File: config.mk
export PLATFORM = sky130hd
export DESIGN_NAME = display_scan_mux
export DESIGN_NICKNAME = d
export VERILOG_FILES = /design/src/rtl/display_pkg.sv /design/src/rtl/display_scan_mux_scan_prescaler.sv /design/src/rtl/display_scan_mux.sv
export SDC_FILE = /design/constraint.sdc
export NUM_CORES = 1
export LEC_CHECK = 0
export ABC_AREA = 0
export CAP_MARGIN = 10
export CORE_MARGIN = 1.5
export CORE_UTILIZATION = 25
export CTS_BUF_LIST = sky130_fd_sc_hd__clkbuf_4
export DETAILED_ROUTE_END_ITERATION = 6
export MAX_ROUTING_LAYER = met4
export PLACE_DENSITY = 0.49
export RECOVER_POWER = 50
export SLEW_MARGIN = 20
export SYNTH_ARGS = -nofsm -noshare
export SYNTH_HDL_FRONTEND = slang
export SYNTH_SLANG_ARGS = --single-unit
File: constraint.sdc
create_clock -name clk -period 1.94 [get_ports clk]
set_input_delay 0.194 -clock clk [delete_from_list [all_inputs] [get_ports clk]]
set_output_delay 0.194 -clock clk [all_outputs]
set_load 0.03 [all_outputs]
File: src/rtl/display_pkg.sv
// Shared types and helpers for the multiplexed 7-segment display scanner.
package display_pkg;

  localparam int unsigned MAX_DIGITS = 8;
  localparam int unsigned LZ_W       = 4 * MAX_DIGITS;

  typedef logic [3:0] bcd_t;
  localparam bcd_t BCD_MAX = 4'd9;

  typedef enum logic {PH_GAP, PH_DRIVE} phase_e;

  function automatic logic [MAX_DIGITS-1:0] onehot(input logic [2:0] idx);
    return MAX_DIGITS'(1) << idx;
  endfunction

  // Bit i set when digit i and every digit above it are zero with no decimal point.
  function automatic logic [MAX_DIGITS-1:0] lz_mask(input logic [LZ_W-1:0] digits,
                                                    input logic [MAX_DIGITS-1:0] dp);
    logic [MAX_DIGITS-1:0] mask;
    logic                  lead;
    mask = '0;
    lead = 1'b1;
    for (int i = int'(MAX_DIGITS) - 1; i > 0; i--) begin
      lead    = lead & (digits[4*i +: 4] == 4'd0) & ~dp[i];
      mask[i] = lead;
    end
    return mask;
  endfunction

endpackage

File: src/rtl/display_scan_mux_scan_prescaler.sv
// Slot counter and digit index for the display scanner; tracks the gap/drive phase of each slot.
module scan_prescaler
  import display_pkg::*;
#(
  parameter int unsigned NUM_DIGITS   = 4,
  parameter int unsigned SLOT_CYCLES  = 50000,
  parameter int unsigned BLANK_CYCLES = 500
) (
  input  logic                          clk,
  input  logic                          rst_n,
  output logic                          slot_start_c,
  output logic                          drive_phase_c,
  output logic [$clog2(NUM_DIGITS)-1:0] idx,
  output logic                          wrap_c
);

  localparam int unsigned CNT_W = (SLOT_CYCLES > 1) ? $clog2(SLOT_CYCLES) : 1;
  localparam int unsigned IDX_W = $clog2(NUM_DIGITS);

  logic [CNT_W-1:0] cnt_q, cnt_d;
  logic [IDX_W-1:0] idx_q, idx_d;
  phase_e           phase_q, phase_d;

  always_ff @(posedge clk or negedge rst_n) begin
    if (!rst_n) begin
      cnt_q   <= '0;
      idx_q   <= '0;
      phase_q <= (BLANK_CYCLES == 0) ? PH_DRIVE : PH_GAP;
    end else begin
      cnt_q   <= cnt_d;
      idx_q   <= idx_d;
      phase_q <= phase_d;
    end
  end

  // phase_q always describes the slot position held in cnt_q.
  always_comb begin
    cnt_d  = cnt_q + CNT_W'(1);
    idx_d  = idx_q;
    wrap_c = 1'b0;
    if (cnt_q == CNT_W'(SLOT_CYCLES - 1)) begin
      cnt_d = '0;
      if (idx_q == IDX_W'(NUM_DIGITS - 1)) begin
        idx_d  = '0;
        wrap_c = 1'b1;
      end else begin
        idx_d = idx_q + IDX_W'(1);
      end
    end
    phase_d       = (cnt_d < CNT_W'(BLANK_CYCLES)) ? PH_GAP : PH_DRIVE;
    slot_start_c  = (cnt_q == '0);
    drive_phase_c = (phase_q == PH_DRIVE);
  end

  assign idx = idx_q;

endmodule

File: src/rtl/display_scan_mux.sv
// Multiplexed N-digit 7-segment scanner with blank gaps and frame-aligned updates.
// Optional build macro LEADING_ZERO_BLANK_EN blanks leading zero digits.
module display_scan_mux
  import display_pkg::*;
#(
  parameter int unsigned NUM_DIGITS   = 4,
  parameter int unsigned SLOT_CYCLES  = 50000,
  parameter int unsigned BLANK_CYCLES = 500
) (
  input  logic                    clk,
  input  logic                    rst_n,
  input  logic                    load,
  input  logic [4*NUM_DIGITS-1:0] digits_in,
  input  logic [NUM_DIGITS-1:0]   dp_in,
  output logic [3:0]              bcd_out,
  output logic                    blank,
  output logic [NUM_DIGITS-1:0]   digit_en,
  output logic                    dp_out,
  output logic                    frame_start
);

  localparam int unsigned IDX_W = $clog2(NUM_DIGITS);
  localparam int unsigned DW    = 4 * NUM_DIGITS;

  logic             slot_start_c, drive_phase_c, wrap_c;
  logic [IDX_W-1:0] idx;

  scan_prescaler #(
    .NUM_DIGITS  (NUM_DIGITS),
    .SLOT_CYCLES (SLOT_CYCLES),
    .BLANK_CYCLES(BLANK_CYCLES)
  ) u_prescaler (
    .clk          (clk),
    .rst_n        (rst_n),
    .slot_start_c (slot_start_c),
    .drive_phase_c(drive_phase_c),
    .idx          (idx),
    .wrap_c       (wrap_c)
  );

  logic [DW-1:0]         pend_digits_q, pend_digits_d;
  logic [NUM_DIGITS-1:0] pend_dp_q, pend_dp_d;
  logic                  pend_vld_q, pend_vld_d;
  logic [DW-1:0]         act_digits_q, act_digits_d;
  logic [NUM_DIGITS-1:0] act_dp_q, act_dp_d;
  bcd_t                  bcd_out_q, bcd_out_d;
  logic                  blank_q, blank_d;
  logic [NUM_DIGITS-1:0] digit_en_q, digit_en_d;
  logic                  dp_out_q, dp_out_d;
  logic                  frame_start_q, frame_start_d;
  bcd_t                  code_c;
  logic                  lz_c;

  always_ff @(posedge clk or negedge rst_n) begin
    if (!rst_n) begin
      pend_digits_q <= '0;
      pend_dp_q     <= '0;
      pend_vld_q    <= 1'b0;
      act_digits_q  <= '0;
      act_dp_q      <= '0;
      bcd_out_q     <= '0;
      blank_q       <= 1'b1;
      digit_en_q    <= '0;
      dp_out_q      <= 1'b0;
      frame_start_q <= 1'b0;
    end else begin
      pend_digits_q <= pend_digits_d;
      pend_dp_q     <= pend_dp_d;
      pend_vld_q    <= pend_vld_d;
      act_digits_q  <= act_digits_d;
      act_dp_q      <= act_dp_d;
      bcd_out_q     <= bcd_out_d;
      blank_q       <= blank_d;
      digit_en_q    <= digit_en_d;
      dp_out_q      <= dp_out_d;
      frame_start_q <= frame_start_d;
    end
  end

  always_comb begin
    pend_digits_d = pend_digits_q;
    pend_dp_d     = pend_dp_q;
    pend_vld_d    = pend_vld_q;
    act_digits_d  = act_digits_q;
    act_dp_d      = act_dp_q;
    bcd_out_d     = bcd_out_q;
    dp_out_d      = dp_out_q;

    // Active word only changes at the frame boundary; a load on that same cycle waits a frame.
    if (wrap_c && pend_vld_q) begin
      act_digits_d = pend_digits_q;
      act_dp_d     = pend_dp_q;
      pend_vld_d   = 1'b0;
    end
    if (load) begin
      pend_digits_d = digits_in;
      pend_dp_d     = dp_in;
      pend_vld_d    = 1'b1;
    end

    code_c = bcd_t'(act_digits_q >> {idx, 2'b00});
`ifdef LEADING_ZERO_BLANK_EN
    lz_c = |(lz_mask(LZ_W'(act_digits_q), MAX_DIGITS'(act_dp_q)) & onehot(3'(idx)));
`else
    lz_c = 1'b0;
`endif

    if (slot_start_c) begin
      bcd_out_d = code_c;
      dp_out_d  = act_dp_q[idx];
    end
    digit_en_d    = drive_phase_c ? NUM_DIGITS'(onehot(3'(idx))) : '0;
    blank_d       = ~drive_phase_c | (code_c > BCD_MAX) | lz_c;
    frame_start_d = slot_start_c & (idx == '0);
  end

  assign bcd_out     = bcd_out_q;
  assign blank       = blank_q;
  assign digit_en    = digit_en_q;
  assign dp_out      = dp_out_q;
  assign frame_start = frame_start_q;

endmodule

==> After elaboration in Yosys (flattened, before gate mapping) <==
Index checks and enable logic that the tools add are counted.
{ "totals": {"wordCells": 39, "ff_bits": 71, "input_bits": 23, "output_inout_bits": 11} }
{ "classes": {"bitwise_logic": 3, "n_lt_le_gt_ge": 3, "add_sub_neg": 2, "n_shift": 2, "n_eq_ne": 2, "n_reduce_logical": 4, "muxes": 10} }
{ "op_table": {"columns": ["op", "n"], "rows": [
  ["adder 16 x 1 -> 16 bit, second input constant", 1],
  ["== test 16 bit, second input constant", 1],
  ["logical NOT 16 bit", 1],
  ["less-than comparator 16 x 9 -> 1 bit, second input constant", 1],
  ["2-to-1 mux 16 bit", 1],
  ["right shift 16 x 4 -> 4 bit", 1],
  ["2-to-1 mux 1 bit", 6],
  ["greater-than comparator 4 bit, second input constant", 1],
  ["2-to-1 mux 4 bit", 1],
  ["<< shifter 1 x 2 -> 4 bit, first input constant", 1],
  ["less-than comparator 2 x 3 -> 1 bit, second input constant", 1],
  ["adder 2 x 1 -> 2 bit, second input constant", 1],
  ["binary-select mux 1 bit (select 2 bit)", 1],
  ["== test 2 bit, second input constant", 1],
  ["logical NOT 2 bit", 1],
  ["2-to-1 mux 2 bit", 1],
  ["nonzero test 2 bit", 1],
  ["AND 1 bit", 1],
  ["logical AND 1 bit", 1],
  ["NOT 1 bit", 1],
  ["OR 1 bit", 1]
]} }

==> Logic depth before layout (Yosys ltp) <==
Gate-level depths: netlist (run 1).
{ "logic_depth": {"word_depth": 6, "ltp_mapped": 7, "depth_no_buf": 6} }

==> Modules after synthesis <==
A second synthesis (run 1) with hierarchy kept.
{ "hier_totals": {"hier_cells": 226, "hier_area_um2": 3090.5} }
{ "by_module_without_submodules": {"columns": ["module", "instances", "cells_per_inst", "area_per_inst_um2", "seq_area_each_um2"], "rows": [
  ["display_scan_mux", 1, 119, 2020.7, 1302.5],
  ["scan_prescaler", 1, 107, 1069.8, 475.5]
]} }

==> Worst setup path before layout (run 1) <==
Ideal clock, no wire load.
{ "synth_timing": {"path_kind": "register to register", "from": "register u_prescaler.cnt_q[7]", "to": "register act_digits_q[0]", "slack_ps": -143, "path_stages_with_launch": 7, "arrival_time_ps": 1958, "synth_period_minus_slack_ps": 2083, "required_time_ps": 1815, "path_buffers": 2, "path_cell_list": "dfrtp_1 > buf_6 > or4_4 > nor4_4 > nand3_2 > buf_6 > mux2_4"} }
{ "synth_between": {"elab_chain_cells": 3} }
{ "synth_lines": {"columns": ["element", "line", "rtl"], "rows": [
  ["start, declared", "display_scan_mux_scan_prescaler.sv:20", "logic [CNT_W-1:0] cnt_q, cnt_d;"],
  ["start signal, assigned", "display_scan_mux_scan_prescaler.sv:30", "cnt_q <= cnt_d;"],
  ["== test 16 bit", "display_scan_mux_scan_prescaler.sv:41", "if (cnt_q == CNT_W'(SLOT_CYCLES - 1)) begin"],
  ["2-to-1 mux 1 bit", "display_scan_mux_scan_prescaler.sv:41", null],
  ["logical AND 1 bit", "display_scan_mux.sv:90", "if (wrap_c && pend_vld_q) begin"],
  ["end signal, assigned", "display_scan_mux.sv:70", "act_digits_q <= act_digits_d;"],
  ["end, declared", "display_scan_mux.sv:44", "logic [DW-1:0] act_digits_q, act_digits_d;"]
]} }
No other way between the ends.
A chain may end at the register's enable or synchronous reset.

==> Worst setup path after layout (run 1) <==
{ "layout_timing": {"from": "register u_prescaler.cnt_q[12]", "to": "register act_digits_q[2]"} }
The elaborated chain is that of the path after synthesis.

==> results of run 1 <==
## cell usage in the layout, fill, tap and decap left out, types with 7 or more instances in the layout
cell and n:
mux2_4 20, dfrtp_1 70, buf_4 27, o21ai_0 7, nor2_1 11, a21oi_1 7
xor2_1 7, clkdlybuf4s50_1 32, clkbuf_4 11, inv_1 10, nand2_1 9, mux2_2 25
## worst paths after layout
path	startpoint	end	slack, ns
max	u_prescaler.cnt_q[12]	act_digits_q[2]	0.0007
min	digits_in[7]	pend_digits_q[7]	0.38
max reg2reg	u_prescaler.cnt_q[12]	act_digits_q[2]	0.0007
min reg2reg	u_prescaler.drive_phase_c	blank	0.49
max in group asynchronous	rst_n	bcd_out[1]	0.71
min in group asynchronous	rst_n	u_prescaler.cnt_q[4]	0.57
## metal layers
metal  global-route usage, %  part of all wire [%]
met5                       -                     0
met1                    14.4                    49
met2                    16.0                    47
met3                    2.27                   2.5
met4                    5.94                   1.7
## Yosys cell counts, drive strengths merged, types with 7 or more instances
master  instances
xor2            7
nand3           9
inv            10
dfrtp          70
mux2           45
nor2           11
nand2           9
o21ai           7
a21oi           7
## power breakdown
part           total, uW  internal (uW)  switching, uW
clock                817            272            546
sequential          1540           1520           22.7
combinational        132           79.1           52.4
total               2490           1870            621
## sequential cells by signal, indices dropped and copies added, names as in the netlist
name	count
pend_vld_q	1
u_prescaler.cnt_q	16
bcd_out	4
pend_digits_q	16
frame_start	1
act_digits_q	16
blank	1
pend_dp_q	4
u_prescaler.drive_phase_c	1
act_dp_q	4
dp_out	1
u_prescaler.idx	2
digit_en	4
## per-stage QoR
step / power, uW / instances / hold slack (ns) / cell area, sq um / util (%)
final: 2490 / 485 / 0.377 / 4110 / 32.4
after global routing: 2620 / 485 / 0.335 / 4110 / 32.4
after CTS: 2550 / 484 / 0.315 / 4100 / 32.4
after detailed placement: 1710 / 467 / 0.265 / 3970 / 31.3
after global placement: 1710 / 467 / 0.256 / 3970 / 31.3
after floorplan: 1620 / 245 / -0.102 / 3260 / -
## worst max-delay path: cells and delay by family, from the launching register on
family                 cells  cell delay, ns
and+or+nand+nor            3            0.91
DFF                        1            0.40
muxes                      1            0.30
buffers and inverters      1            0.20
## area by class of cell
type | instances | share of cell area [%]
sequential | 71 | 43.3
multi-input combinational | 152 | 34.0
timing repair buffer | 63 | 13.8
tap | 172 | 5.24
inverter | 10 | 0.914
clock buffer | 10 | 1.83
antenna | 1 | 0.0609
clock inverter | 6 | 0.884
## repair_timing
action	CTS	global route
gates resized for setup	2	3
hold endpoints to repair	70	0
buffers inserted	0	0
setup endpoints to repair	1	20
hold buffers	1	0
## kinds of logic (layout without fill, tap and decap cells)
kind of cell	count (synthesis)	after routing
and+or+nand+nor	61	61
muxes	50	50
DFF	71	71
adders and majority gates	6	6
AOI/OAI and AO/OA	22	22
other	0	1
buffers and inverters	22	89
xor gates and xnor gates	13	13
==> flow_metrics.env, run 1 <==
export IMPL_synth_top_family_by_area="multiplexers"
export IMPL_ant_nets=0
export IMPL_wl_mm=6.60
export IMPL_seq_area_sq_um=1780
export IMPL_clk_pin_slew_worst_paths_ns=0.13
export IMPL_rsz0062_at_grt="true"
export IMPL_setup_tns_ns=0
export IMPL_synth_compound_area_share_pct=4.01
export IMPL_max_clock_path_buffers=2
export IMPL_ys_flop_type="dfrtp_1"
export IMPL_reg2regPathDepth=5
export IMPL_start_util_pct=25.6
export IMPL_worst_path_max_delay_cell="or4_4"
export IMPL_path_cells="or4_4, nor4_4, nand3_2, buf_12, mux2_4"
export IMPL_nets=336
export IMPL_synth_fa_ha_area_share_pct=2.31
export IMPL_antenna_found_initial=1
export IMPL_cpPeakStageDelay_ns=0.59
export IMPL_grt_pass1_vias=2130
export IMPL_cts_tree="built"
export IMPL_htreeDepth=3
export IMPL_worstPathArrival_ns=2.24
export IMPL_synthMuxAreaShare_pct=21.4
export IMPL_core_area_sq_um=12700
export IMPL_place_ws_ns=-0.0364
export IMPL_yosysSeqAreaShare_pct=54.7
export IMPL_drt_iter0_markers=105
export IMPL_vdd_drop_max_v=0.000190
export IMPL_syn_area_sq_um=3250
export IMPL_yosysTopAreaCellShare_pct=53.9
export IMPL_vias=2073
export IMPL_cp_start_kind="register"
export IMPL_hold_depth=2
export IMPL_rows=41
export IMPL_io_pins=34
export IMPL_holdCritPathClass="in -> reg"
export IMPL_status="completed"
export IMPL_grt_max_degree=72
export IMPL_grt_overflow_total=0
export IMPL_final_layout_size_suffix_gt1_share_pct=33.0
export IMPL_fin_skew_ns=0.0148
export IMPL_maxCapViolations=0
export IMPL_syn_area_per_cell_sq_um=13.3
export IMPL_critPathKind="reg -> reg"
export IMPL_cp_required_ns=2.24
export IMPL_clock_sinks=71
export IMPL_routedWlPerCell_um=13.6
export IMPL_ys_warn_count=0
export IMPL_routabilityCongestion=0.847
export IMPL_dieWidth_um=117
export IMPL_p_leak_uw=0.00183
export IMPL_synth_nets=274
export IMPL_setup_ws_ns=0.000713
export IMPL_syn_to_final_growth_pct=26.4
export IMPL_synth_cell_types=40
export IMPL_synth_xor_area_share_pct=3.51
export IMPL_synth_area_leaders="dfrtp_1 (54%), mux2_4 (9.2%), mux2_2 (8.7%)"
export IMPL_insertion_delay_ns=0.42
export IMPL_via_per_inst=4.27
export IMPL_dieHeight_um=117
export IMPL_clock_root_buffer="clkbuf_4"
export IMPL_finalSetupViolations=0
export IMPL_worst_slew_pin_slew_ns=0.999
export IMPL_period_share_pct=100
export IMPL_cts_buffers=9
export IMPL_drcViolationCount=0
export IMPL_async_flop_share_pct=100
export IMPL_place_port_buffers=33
export IMPL_multi_input_area_sq_um=1400
export IMPL_finalMaxSlewViolations=0
export IMPL_crit_path_end_kind="register"
export IMPL_max_freq_mhz=516
export IMPL_groute_usage_overall_pct=11.0
export IMPL_grt_pass1_wl_mm=10.8
export IMPL_first_pass_iters=4
export IMPL_hold_viol_final=0
export IMPL_synth_simple_area_share_pct=10.8
export IMPL_power_density_nw_per_um2=607
export IMPL_dp_final_hpwl_mm=4.62
export IMPL_synth_largest_area_cell="dfrtp_1"
export IMPL_post_route_min_period_ns=1.94
export IMPL_crit_fanout=20
export IMPL_syn_inst=245
export IMPL_synth_edf_count=0
export IMPL_relSlewSlack_pct=33.4
export IMPL_fillCellCount=1279
export IMPL_synth_seq_cells=71
export IMPL_die_area_sq_um=13700
Power figures use the tool's default switching activity.
==> inputs of run 2 (changes only) <==
Settings changed: CORE_ASPECT_RATIO set to 0.75.
==> run 2 against run 1 <==
  * Die area about the same
  * Cell count shrank 2.1%
  * Wire length barely moved
  * Final area is 1.5% higher
  * Via count is 1.5% higher
==> flow_metrics.env, run 2 (same netlist as run 1, synthesis figures left out) <==
export IMPL_routabilityCongestion=0.869
export IMPL_first_pass_iters=4
export IMPL_finalPower_uw=3000
export IMPL_fillCellCount=1248
export IMPL_min_from="digits_in[4]"
export IMPL_nets=333
export IMPL_via_per_inst=4.43
export IMPL_crit_path_end_kind="register"
export IMPL_cpPeakStageDelay_ns=0.58
export IMPL_core_area_sq_um=12500
export IMPL_cts_buffers=9
export IMPL_max_freq_mhz=518
export IMPL_rrSetupSlack_ns=0.008
export IMPL_die_area_sq_um=13700
export IMPL_grt_max_degree=72
export IMPL_wl_mm=6.60
export IMPL_num_antenna_cells=0
export IMPL_worstPathArrival_ns=2.25
export IMPL_cp_required_ns=2.25
export IMPL_final_util_pct=33.4
export IMPL_worst_path_max_delay_cell="or4_4"
export IMPL_clock_sinks=71
export IMPL_maxCapViolations=0
export IMPL_vias=2104
export IMPL_relSlewSlack_pct=34.4
export IMPL_clk_pin_slew_worst_paths_ns=0.12
export IMPL_syn_to_final_growth_pct=28.4
export IMPL_finalMaxSlewViolations=0
export IMPL_path_delay_family="simple AND/OR/NAND/NOR gates"
export IMPL_critPathKind="reg -> reg"
export IMPL_drt_iter0_markers=130
export IMPL_post_route_min_period_ns=1.93
export IMPL_antenna_found_initial=0
export IMPL_start_util_pct=26.0
export IMPL_status="completed"
export IMPL_vdd_drop_max_v=0.000336
export IMPL_dp_final_hpwl_mm=4.75
export IMPL_period_share_pct=99.6
export IMPL_cp_start_kind="register"
export IMPL_place_port_buffers=33
export IMPL_cts_tree="built"
export IMPL_dieWidth_um=135
export IMPL_finalSetupViolations=0
export IMPL_groute_usage_overall_pct=11.0
export IMPL_p_leak_uw=0.00187
export IMPL_layout_common_cells="dfrtp_1 (70), clkdlybuf4s50_1 (32), mux2_2 (25)"
export IMPL_rows=35
export IMPL_htreeDepth=3
export IMPL_grt_overflow_total=0
export IMPL_max_clock_path_buffers=2
export IMPL_holdCritPathClass="in -> reg"
export IMPL_fin_skew_ns=0.0177
export IMPL_io_pins=34
export IMPL_timing_rr_start="u_prescaler.cnt_q[12]"
export IMPL_path_cells="or4_4, nor4_4, nand3_2, buf_12, mux2_4"
export IMPL_hold_depth=2
export IMPL_crit_fanout=20
export IMPL_routedWlPerCell_um=13.9
export IMPL_clock_root_buffer="clkbuf_4"
export IMPL_dieHeight_um=102
export IMPL_grt_pass1_wl_mm=11.0
export IMPL_whs_endpoint="pend_digits_q[4]"
export IMPL_reg2regPathDepth=5
export IMPL_grt_pass1_vias=2018
export IMPL_hold_viol_final=0
export IMPL_ant_nets=0
export IMPL_rsz0062_at_grt="true"
export IMPL_worst_slew_pin_slew_ns=0.985
export IMPL_power_density_nw_per_um2=720
export IMPL_cp_num_buf_inv=1
export IMPL_layout_commonest_cell="dfrtp_1"
export IMPL_final_layout_size_suffix_gt1_share_pct=33.0
export IMPL_reg_top3="act_digits_q (16), pend_digits_q (16), u_prescaler.cnt_q (16)"
export IMPL_drcViolationCount=0
export IMPL_regToRegEndpoint="act_digits_q[15]"
export IMPL_insertion_delay_ns=0.43
run 2: final cells by class:
class	count	area, sq um	share of cell area, %
Sequential cell	71	1780	42.6
Multi-Input combinational cell	152	1400	33.5
Timing Repair Buffer	60	543	13.0
Tap cell	166	208	4.98
Clock inverter	6	133	3.18
Clock buffer	10	75.1	1.80
Inverter	10	37.5	0.900
run 2: timing repair:
action                                  in CTS  in global routing
gates resized for setup                      3                  2
hold endpoints to repair                    70                  0
endpoints found under the setup margin       8                 22
buffers inserted                             0                  0
hold buffers                                 1                  0
run 2: report_power, final:
part           switching, uW  total (uW)  internal (uW)
logic                   51.0         130           79.0
clock network            533        1330            795
registers               22.8        1540           1520
total                    607        3000           2400
run 2: worst max path at each step:
stage | cells after the start | slack (ns) | start | end
5_1_grt | 5 | -0.11 | u_prescaler.cnt_q[12] | act_digits_q[15]
4_1_cts | 5 | -0.02 | u_prescaler.cnt_q[12] | act_digits_q[15]
3_5_place_dp | 5 | -0.12 | u_prescaler.cnt_q[12] | u_prescaler.drive_phase_c
3_3_place_gp | 5 | -0.17 | u_prescaler.cnt_q[12] | u_prescaler.drive_phase_c
2_1_floorplan | 6 | 0.001 | u_prescaler.cnt_q[4] | act_digits_q[0]
6_report | 5 | 0.008 | u_prescaler.cnt_q[12] | act_digits_q[15]
run 2: per-layer routing:
metal | share of wire [%] | vias up | global-route usage, %
li1 | - | 995 | -
met1 | 54 | 1062 | 16.0
met2 | 41 | 40 | 14.1
met3 | 3.6 | 7 | 3.60
met4 | 1.4 | 0 | 3.80
met5 | 0 | - | -
run 2: through the flow:
step	worst slack (ns)	hold slack (ns)	cells	area, sq um	setup TNS [ns]
finish	0.00784	0.370	475	4170	0
global placement	-0.171	0.248	458	3940	-0.171
floorplan	0.00136	-0.102	245	3260	0
detailed placement	-0.117	0.251	458	3940	-0.117
global route	-0.108	0.323	475	4170	-1.90
CTS	-0.0177	0.297	475	4170	-0.0852
==> RTL change, RTL diff (flow settings as in run 2) <==
Set the package constant `BCD_MAX` to 4'd8 (it was 4'd9).
--- a/src/rtl/display_pkg.sv
+++ b/src/rtl/display_pkg.sv
@@ -5,7 +5,7 @@
   localparam int unsigned LZ_W       = 4 * MAX_DIGITS;
 
   typedef logic [3:0] bcd_t;
-  localparam bcd_t BCD_MAX = 4'd9;
+  localparam bcd_t BCD_MAX = 4'd8;
 
   typedef enum logic {PH_GAP, PH_DRIVE} phase_e;
 
Check against the original RTL: no difference found for any inputs over 10 cycles, from zero or initial values and one cycle with rst_n low; that may be too few to reach the edited logic, so the function may still have changed.
==> RTL change against run 2 <==
- synthesized cell count decreased by 0.82%
- total power shrank 19%
- critical path depth increased by 1
- routed wire length shrank 2.5%
- setup slack better by 0.022 ns
- sequential cell count stayed put
- area after synthesis fell by 2.4%
- final area grew 0.72%
==> RTL change: results (changes against run 2) <==
Global routing
  • Global Route Usage Sum: 0.108 (-0.00256)
  • Initial antenna violation count: 0 (unchanged)
  • Vias in the first global route: 2,097 (+3.9%)
  • First-pass GRT wire length: 10,700 um (-2.6%)
  • Largest net degree at the start of global routing: 72 (unchanged)

Cells and area
  • Layout cells sized above 1: 0.392 (+0.0618)
  • Fill cells: 1,211 (-3.0%)
  • Biggest regs: act_digits_q (16), pend_digits_q (16), u_prescaler.cnt_q (16)
  • Final Net Count: 343 (+3.0%)
  • Antenna Diode Count: 0 (unchanged)

Logic synthesis
  • Syn avg cell area: 13.0 um^2 (-1.6%)
  • Post-synthesis sequential area ratio: 0.561 (+0.0134)
  • Yosys cell types: 41 (+2.5%)
  • Post-synth EDFFs: 0 (unchanged)
  • Ys Warns: 0 (unchanged)
  • Post-synth ARST share: 1.00 (unchanged)
  • Syn nets: 272 (-0.73%)
  • Synth cell count leaders: dfrtp_1, mux2_2, nand2_1
  • Top cells by area, synth: dfrtp_1, mux2_2, mux4_2, mux2_1, ha_1

Clock network
  • Worst skew pair latency: 0.41 ns (-0.02 ns)
  • Reg clk slew, reported paths: 0.12 ns (about the same)
  • CTS buffer count: 9 (unchanged)
  • CTS Buffer Depth: 2 (unchanged)
  • Htree depth: 3 (unchanged)
  • Root buffer cell: clkbuf_4

Placed design
  • Pre-CTS setup slack: -0.0571 ns (+0.0600 ns)
  • Placer Congestion: 0.815 (-6.2%)
  • DP HPWL: 4470 um (-5.9%)
  • Port buffer count: 33 (unchanged)
  • Post-DP Area: 3890 um^2 (-1.1%)
  • # placed instances: 457 (-0.22%)

Routing
  • DRT iter0 DRCs: 101 (-22%)
  • Vias per cell: 4.22 (-4.6%)
  • Drt pass-1 iters: 4 (unchanged)
  • Drt total wl: 6430 um (-2.5%)
  • WL/cell: 13.3 um (-4.5%)

Worst hold path
  • Worst Hold Class: in -> reg

Power and ir drop
  • Cell-internal power: 1.85 mW (-23%)
  • Peak VDD IR: 0.000241 V (-28%)
  • Static leakage: 1.90 nW (+1.7%)

Worst setup path
  • Slowest-stage cell, CP: dfrtp_1
  • Critical path fanouts, max: 6 (-70%)
  • Max stage delay on crit path: 0.42 ns (-0.16 ns)
  • Worst R2R Setup Slack: 0.03 ns (+0.02 ns)
  • Crit path DAT: 2.22 ns (-0.03 ns)

Timing
  • Slew HR: 0.356 (+0.0126)
  • WHS: 0.386 ns (+0.0160 ns)
  • Skew final: 0.0155 ns (-0.00218 ns)
  • Maximum clock frequency: 524 MHz (+1.2%)

Run status
  • Status: finished clean
## RTL change: layer usage
layer / global-route usage / part of all wire / vias up
met3: 0.0297 / 0.037 / 11
met1: 0.150 / 0.53 / 1003
li1: - / - / 999
met2: 0.145 / 0.42 / 36
met5: - / 0 / -
met4: 0.0482 / 0.019 / 0
## RTL change: cell families (layout without fill, tap and decap cells)
kind of cell | Yosys count | count (layout) | share of synthesized area
mux | 51 | 51 | 0.199
compound gates | 14 | 14 | 0.0316
fa+ha+maj | 6 | 6 | 0.0237
flops | 71 | 71 | 0.561
simple gates | 68 | 68 | 0.118
xor+xnor | 16 | 16 | 0.0442
buf+inv | 17 | 93 | 0.0233
## RTL change: power by group through the flow
stage,registers (mW),logic (mW),clock network [mW]
finish,1.54,0.131,0.772
detailed placement,1.57,0.138,0
global route,1.55,0.147,0.890
global placement,1.57,0.136,0
floorplan,1.56,0.0501,0
CTS,1.54,0.140,0.823
## RTL change: area by class of cell
class | count | area [um^2] | share of cell area
multi-input cells | 155 | 1410 | 0.336
clock buffers | 9 | 67.6 | 0.0161
inverters | 5 | 18.8 | 0.00447
clock inverters | 7 | 40.0 | 0.00954
repair buffers | 72 | 669 | 0.159
flip-flops and latches | 71 | 1790 | 0.425
well taps | 166 | 208 | 0.0495
## RTL change: what timing repair did
action | CTS | global route
pin swaps | 0 | 10
gates resized for setup | 4 | 21
setup endpoints to repair | 15 | 19
cloned | 0 | 2
hold endpoints to repair | 70 | 0
buffers inserted | 0 | 9
hold buffers | 1 | 0
## RTL change: path summary, 6_finish.rpt
kind | cells after the start | start | end
worst max-delay path | 6 | u_prescaler.cnt_q[13]$_DFF_PN0_ | act_digits_q[4]$_DFFE_PN0P_
worst min-delay path | 2 | dp_in[2] | pend_dp_q[2]$_DFFE_PN0P_
worst max register to register | 6 | u_prescaler.cnt_q[13]$_DFF_PN0_ | act_digits_q[4]$_DFFE_PN0P_
worst min register to register | 1 | u_prescaler.drive_phase_c$_DFF_PN0_ | blank$_DFF_PN1_
max in group asynchronous | 3 | rst_n | u_prescaler.cnt_q[5]$_DFF_PN0_
min in group asynchronous | 3 | rst_n | u_prescaler.cnt_q[13]$_DFF_PN0_
## RTL change: critical path, delay by kind of cell (launching register included)
| kind | cells | cell delay, ns |
|---|---|---|
| and+or+nand+nor | 4 | 0.88 |
| buffers and inverters | 1 | 0.19 |
| DFF | 1 | 0.42 |
| muxes | 1 | 0.31 |
